`config.mk`:
```
export PLATFORM = sky130hd
export DESIGN_NAME = dpsk_tx_scheduler
export DESIGN_NICKNAME = d
export VERILOG_FILES = /design/src/rtl/dpsk_tx_scheduler.sv
export SDC_FILE = /design/constraint.sdc
export NUM_CORES = 1
export LEC_CHECK = 0
export ABC_AREA = 1
export CORE_MARGIN = 2
export CORE_UTILIZATION = 55
export DETAILED_ROUTE_END_ITERATION = 8
export DONT_BUFFER_PORTS = 1
export PLACE_DENSITY_LB_ADDON = 0.25
export SLEW_MARGIN = 20
export SYNTH_ARGS = -nofsm -noshare
export SYNTH_HDL_FRONTEND = slang
export SYNTH_SLANG_ARGS = --single-unit
```
`constraint.sdc`:
```
create_clock -name clk -period 2 [get_ports clk]
set_input_delay 0.2 -clock clk [delete_from_list [all_inputs] [get_ports clk]]
set_output_delay 0.2 -clock clk [all_outputs]
set_load 0.01 [all_outputs]
```
`src/rtl/dpsk_tx_scheduler.sv`:
```
// Round-robin scheduler sharing one DPSK modulator between two byte requesters.
// Emits preamble + data MSB-first with a bit strobe, then an idle gap.
module dpsk_tx_scheduler #(
  parameter int unsigned BIT_DIV  = 150000,
  parameter logic [7:0]  PREAMBLE = 8'b10101010,
  parameter int unsigned GAP_BITS = 2
) (
  input  logic       clk,
  input  logic       rst_n,
  input  logic       req0_valid,
  input  logic [7:0] req0_data,
  output logic       req0_ready,
  input  logic       req1_valid,
  input  logic [7:0] req1_data,
  output logic       req1_ready,
  output logic       tx_bit,
  output logic       tx_bit_stb,
  output logic       enc_ref_clr,
  output logic       tx_active,
  output logic [1:0] grant
);

  localparam int unsigned TMR_W = 18;
  localparam int unsigned GAP_W = 4;
  localparam logic [TMR_W-1:0] TICK_VAL = TMR_W'(BIT_DIV - 1);
  // Unreachable when GAP_BITS is 0 because GAP is then skipped entirely.
  localparam logic [GAP_W-1:0] GAP_LAST = GAP_W'(GAP_BITS - 1);

  typedef enum logic [2:0] {
    S_IDLE,
    S_ACCEPT,
    S_PRE,
    S_DATA,
    S_GAP
  } state_t;

  state_t             r_state;
  logic [TMR_W-1:0]   r_timer;
  logic [2:0]         r_bit_cnt;
  logic [GAP_W-1:0]   r_gap_cnt;
  logic [7:0]         r_byte;
  logic               r_rr;      // requester favoured when both are valid

  logic       w_tick;
  logic [2:0] w_cnt_dec;
  logic       w_win;

  assign w_tick    = (r_timer == TICK_VAL);
  assign w_cnt_dec = r_bit_cnt - 3'd1;
  assign w_win     = req0_valid ? (req1_valid ? r_rr : 1'b0) : 1'b1;

  always_ff @(posedge clk or negedge rst_n) begin
    if (!rst_n) begin
      r_state     <= S_IDLE;
      r_timer     <= '0;
      r_bit_cnt   <= '0;
      r_gap_cnt   <= '0;
      r_byte      <= '0;
      r_rr        <= 1'b0;
      req0_ready  <= 1'b0;
      req1_ready  <= 1'b0;
      tx_bit      <= 1'b0;
      tx_bit_stb  <= 1'b0;
      enc_ref_clr <= 1'b0;
      tx_active   <= 1'b0;
      grant       <= 2'b00;
    end else begin
      req0_ready  <= 1'b0;
      req1_ready  <= 1'b0;
      enc_ref_clr <= 1'b0;
      tx_bit_stb  <= 1'b0;
      case (r_state)
        S_IDLE: begin
          if (req0_valid || req1_valid) begin
            r_state     <= S_ACCEPT;
            r_byte      <= w_win ? req1_data : req0_data;
            req0_ready  <= ~w_win;
            req1_ready  <= w_win;
            grant       <= w_win ? 2'b10 : 2'b01;
            enc_ref_clr <= 1'b1;
            r_rr        <= ~w_win;
          end
        end
        S_ACCEPT: begin
          r_state    <= S_PRE;
          r_timer    <= '0;
          r_bit_cnt  <= 3'd7;
          tx_bit     <= PREAMBLE[7];
          tx_bit_stb <= 1'b1;
          tx_active  <= 1'b1;
        end
        S_PRE: begin
          if (w_tick) begin
            r_timer    <= '0;
            tx_bit_stb <= 1'b1;
            if (r_bit_cnt == 3'd0) begin
              r_state   <= S_DATA;
              r_bit_cnt <= 3'd7;
              tx_bit    <= r_byte[7];
            end else begin
              r_bit_cnt <= w_cnt_dec;
              tx_bit    <= PREAMBLE[w_cnt_dec];
            end
          end else begin
            r_timer <= r_timer + TMR_W'(1);
          end
        end
        S_DATA: begin
          if (w_tick) begin
            r_timer <= '0;
            if (r_bit_cnt == 3'd0) begin
              tx_active <= 1'b0;
              tx_bit    <= 1'b0;
              r_gap_cnt <= '0;
              if (GAP_BITS == 0) begin
                r_state <= S_IDLE;
                grant   <= 2'b00;
              end else begin
                r_state <= S_GAP;
              end
            end else begin
              tx_bit_stb <= 1'b1;
              r_bit_cnt  <= w_cnt_dec;
              tx_bit     <= r_byte[w_cnt_dec];
            end
          end else begin
            r_timer <= r_timer + TMR_W'(1);
          end
        end
        S_GAP: begin
          if (w_tick) begin
            r_timer <= '0;
            if (r_gap_cnt == GAP_LAST) begin
              r_state <= S_IDLE;
              grant   <= 2'b00;
            end else begin
              r_gap_cnt <= r_gap_cnt + GAP_W'(1);
            end
          end else begin
            r_timer <= r_timer + TMR_W'(1);
          end
        end
        default: r_state <= S_IDLE;
      endcase
    end
  end

endmodule

```
# After elaboration in Yosys (flattened, before gate mapping)
# Memory sizes are Yosys's and may differ from the RTL's.
# Index checks and enable logic that the tools add are counted.
# word_totals
ff_bits	45
romBits	8
input_bits	20
out_inout_bits	8
elab_cells	99
mem_count	1
# classes
n_addsub	3
magnitude_cmp	1
eq_ne	15
muxes	49
bitwise_logic	1
n_reduce_logical	16
# memory_table
memory	words	width	rd	rd_ports_with_merged_regs	write_ports	line_no	rtl
(name not given)	8	1	1	0	0	102	tx_bit <= PREAMBLE[w_cnt_dec];
# op_table
cell	count
$pmux W18 S2	1
$mux W3	11
$mux W1	19
$add A18 B1 Y18 const B	1
$eq A18 B18 Y1 const B	1
$mux W18	1
$ne A2 B2 Y1 const B	9
$mux W4	4
$pmux W3 S5	1
$pmux W3 S3	1
$mux W2	4
$mux W8	1
$pmux W4 S2	1
$reduce_and A4 Y1	2
$reduce_bool A2 Y1	4
$reduce_and A7 Y1	1
$eq A3 B2 Y1 const B	2
$logic_not A3 Y1	2
$pmux W1 S3	2
$reduce_and A3 Y1	2
$reduce_and A5 Y1	1
$add A4 B1 Y4 const B	1
$eq A4 B1 Y1 const B	1
$lt A3 B4 Y1 const B	1
other kinds (11)	11

# Longest topological paths before layout
# depth
ltp_word	6
depth_mapped	10
mapped_depth_nobuf	10

# Worst setup path before layout
# No wires, ideal clock.
# synth_timing
kind	register to register
startpoint	register r_bit_cnt[0]
endpoint	register r_state[1]
setup_time_ps	117
arrival_time_ps	1361
required_time_ps	1883
slack_ps	522
stages_incl_launch_ff	10
path_buffers	0
synth_period_minus_slack_ps	1478
path_cell_list	dfrtp_1 -> inv_1 -> ha_1 -> nand2_1 -> inv_1 -> o21ai_0 -> nor2_2 -> nand2_1 -> nand2_1 -> nand2_1
# synth_via
elab_chain_cells	3
elab_cells_between_ends	4
cone_classes	eq/ne: 2; reduce/logical: 2
# synth_lines
element	line_no	rtl
start: declaration	39	logic [2:0] r_bit_cnt;
start signal: assignment	101	r_bit_cnt <= w_cnt_dec;
start signal: assignment	123	r_bit_cnt <= w_cnt_dec;
$logic_not A3 Y1 (*)	96, 111	
$ne A2 B2 Y1 (no line)	--	
$reduce_and A7 Y1 (no line) (*)	--	
end signal: assignment	97	r_state <= S_DATA;
end signal: assignment	116	r_state <= S_IDLE;
end signal: assignment	119	r_state <= S_GAP;
end: declaration	37	state_t r_state;
# Every way passes the cells marked *; elsewhere a longest branch is shown, timed or not.
# A chain may end at the register's enable or synchronous reset.

# Worst setup path after layout
# Ends and elaborated chain as after synthesis.

==> results.yml <==
critical_path:
  critPathKind: "flip-flop to flip-flop"
  ff2ff_path_depth: 9
  r2r_start: "r_bit_cnt[0]"
  end_kind: "flip-flop"
  reg2reg_slack_ns: 0.23
  worstPathRequired_ns: 2.20
  cp.arrival_ns: 1.97
  crit_path_start_kind: "flip-flop"
  crit_path_max_fanout: 7
  r2r-end: "r_state[1]"
synth:
  synth_cell_types: 30
  syn-num-nets: 368
  synth_cells: 343
  synth_area_per_cell_um2: 7.49
  netlist_area_mm2: 0.00257
  yosys_warnings: 0
  ys.flop_type: "dfrtp_1"
  yosysSeqAreaShare_pct: 43.8
  postSynth.asyncResetShare_pct: 100
  synth_edf_count: 0
  synth-seq-cells: 45
final_layout:
  finalNetCount: 377
  drive_gt1_share_pct: 10.5
  areaGrowthSynthToFinish_pct: 9.15
  instances_no_fill: 405
  n_antenna_cell: 0
worst_hold_path:
  holdCritPathClass: "primary input to flip-flop"
  hold_end: "r_byte[3]"
  hold_depth: 2
  min_from: "req0_data[3]"
routing:
  totalWireLength_um: 5260
  drc: 0
  routed_via_density: 5.25
  first_pass_iters: 4
  wl_per_cell_um: 13.0
  vias: 2127
  ant_nets: 0
  drt_iter0_drc: 166
die:
  rows: 24
  start_util_pct: 58.2
  core_area_mm2: 0.00441
  die_w_um: 72.4
  die_area_mm2: 0.00524
  die_h_um: 72.4
  io_pins: 28
sta:
  worst_pin_slew_ns: 0.429
  hold_viol: 0
  timing.final.crit_share_pct: 88.4
  finClkSkew_ns: 0.00496
  drv_slew: 0
  max_slew_margin_pct: 71.4
  tns_ns: 0
  setup_viol: 0
  max_freq_ghz: 0.565
  min_period_ns: 1.77
  rsz0062_at_grt: "no"
placement:
  gp_congestion: 0.969
  hpwl_um: 3920
  port_buffers: 0
  placed_cells: 395
global_routing:
  grt_pass1_wl_um: 9000
  grt_pass1_vias: 1857
  antenna_found_initial: 0
  grt_max_degree: 46
  grt.overflow.total: 0
  globalRouteTotalUtil_pct: 22.3
cts:
  cts_tree: "done"
  cts_resized: 0
  htree_levels: 2
  clock_sinks: 45
  clk_transition_reported_paths_ns: 0.08
  cts_root_buffer: "clkbuf_8"
  cts_max_path_buffers: 2
  cts-buffers-inserted: 5
  clock_latency_ns: 0.30
flow_run:
  drv_cap: 0
power:
  vdd_ir_drop_max_mv: 0.806
  p_leak_nw: 1.29
  p_per_area_mw_per_mm2: 1270
run_status:
  outcome: "complete, no violations"
==> synthesized netlist by cell type, types with 3 or more instances <==
cell      count  share of area, %
o21ai_0      15               2.9
nand4_1       8               1.9
o21bai_1      3              0.88
xnor2_1       3               1.0
nor2_1       28               4.1
o21ai_1       9               1.8
o211ai_1      8               2.3
inv_2         8               1.2
inv_1        31               4.5
nand2_2       5               1.2
nor2_2        4              0.97
nand2_1     115                17
ha_1          5               2.4
nor3_1        3              0.58
xor2_1        9               3.1
o22ai_1       4              0.97
nand3_1      24               4.7
dfrtp_1      45                44
==> power breakdown <==
part | switching, mW | internal [mW]
combinational | 0.941 | 0.458
sequential | 0.210 | 1.16
clock | 0.306 | 0.496
==> critical path: stages, from the launching register on <==
cell and delay (ns):
dfrtp_1 0.46, inv_1 0.20, ha_1 0.17, nand2_1 0.12, inv_1 0.12, o21ai_0 0.12, nor2_2 0.21, nand2_1 0.11
nand2_1 0.09, nand2_1 0.05
==> cells in the final DEF, fill, tap and decap left out, drive strengths merged, types with 2 or more instances in the layout <==
cell	n
xor2	9
nand3	26
o21ai	25
nand2	120
inv	39
nand3b	2
nor2	33
bufinv	2
clkinv	2
o22ai	4
o21bai	3
dfrtp	45
or2	2
ha	5
clkbuf	5
nor3	4
nand4	8
buf	4
xnor2	3
o211ai	8
a21oi	2
==> what timing repair did <==
item / 4_1_cts / 5_1_grt
buffers inserted: 0 / 0
hold buffers: 2 / 0
endpoints found under the hold margin: 45 / 0
==> worst max-delay path by stage <==
stage / slack [ns] / to / start / cells after the start
6_report: 0.23 / r_state[1] / r_bit_cnt[0] / 9
5_1_grt: 0.07 / r_state[1] / r_bit_cnt[0] / 9
4_1_cts: 0.27 / r_state[2] / r_bit_cnt[0] / 9
3_5_place_dp: 0.31 / r_state[2] / r_timer[0] / 10
3_3_place_gp: 0.35 / r_state[2] / r_timer[0] / 10
2_1_floorplan: 0.52 / r_state[1] / r_bit_cnt[0] / 9
==> stage by stage <==
stage / hold slack, ns / total power, mW / setup slack, ns / cell area, um2 / utilization (%)
after floorplan: -0.0956 / 2.46 / 0.522 / 2570 / -
after global placement: -0.0947 / 2.72 / 0.346 / 2630 / 59.7
after detailed placement: -0.0945 / 2.74 / 0.308 / 2630 / 59.7
after CTS: 0.0292 / 3.58 / 0.266 / 2810 / 63.5
after global routing: 0.0200 / 3.88 / 0.0724 / 2810 / 63.5
final: 0.0309 / 3.57 / 0.232 / 2810 / 63.5
==> sequential cells by signal, indices dropped and copies added, names as in the netlist <==
name         count
r_timer         18
r_byte           8
r_gap_cnt        4
r_bit_cnt        3
r_state          3
grant            2
enc_ref_clr      1
r_rr             1
req0_ready       1
req1_ready       1
tx_active        1
tx_bit           1
tx_bit_stb       1
==> cell type report <==
type	count	area, um2
inverter	40	151
fill	387	1610
multi-input combinational	255	1270
sequential	45	1130
timing repair buffer	5	60.1
tap	52	65.1
clock inverter	3	65.1
clock buffer	5	68.8
==> logic make-up after synthesis <==
group / after synthesis / share of synthesized area, %
AO/OA/AOI/OAI: 43 / 9.88
AND/OR/NAND/NOR: 195 / 33.0
buffers and inverters: 43 / 6.82
flip-flops: 45 / 43.8
XOR/XNOR: 12 / 4.09
adder cells (fa/ha/maj): 5 / 2.43
==> layer usage <==
metal / GRT usage [%] / routed length [um] / vias up
met4: 5.03 / 46 / 0
met5: 0 / 0 / -
met1: 35.1 / 2770 / 936
met3: 6.81 / 308 / 6
met2: 29.7 / 2140 / 59
li1: - / - / 1126
Note: power is estimated with default switching activity, not from simulation.
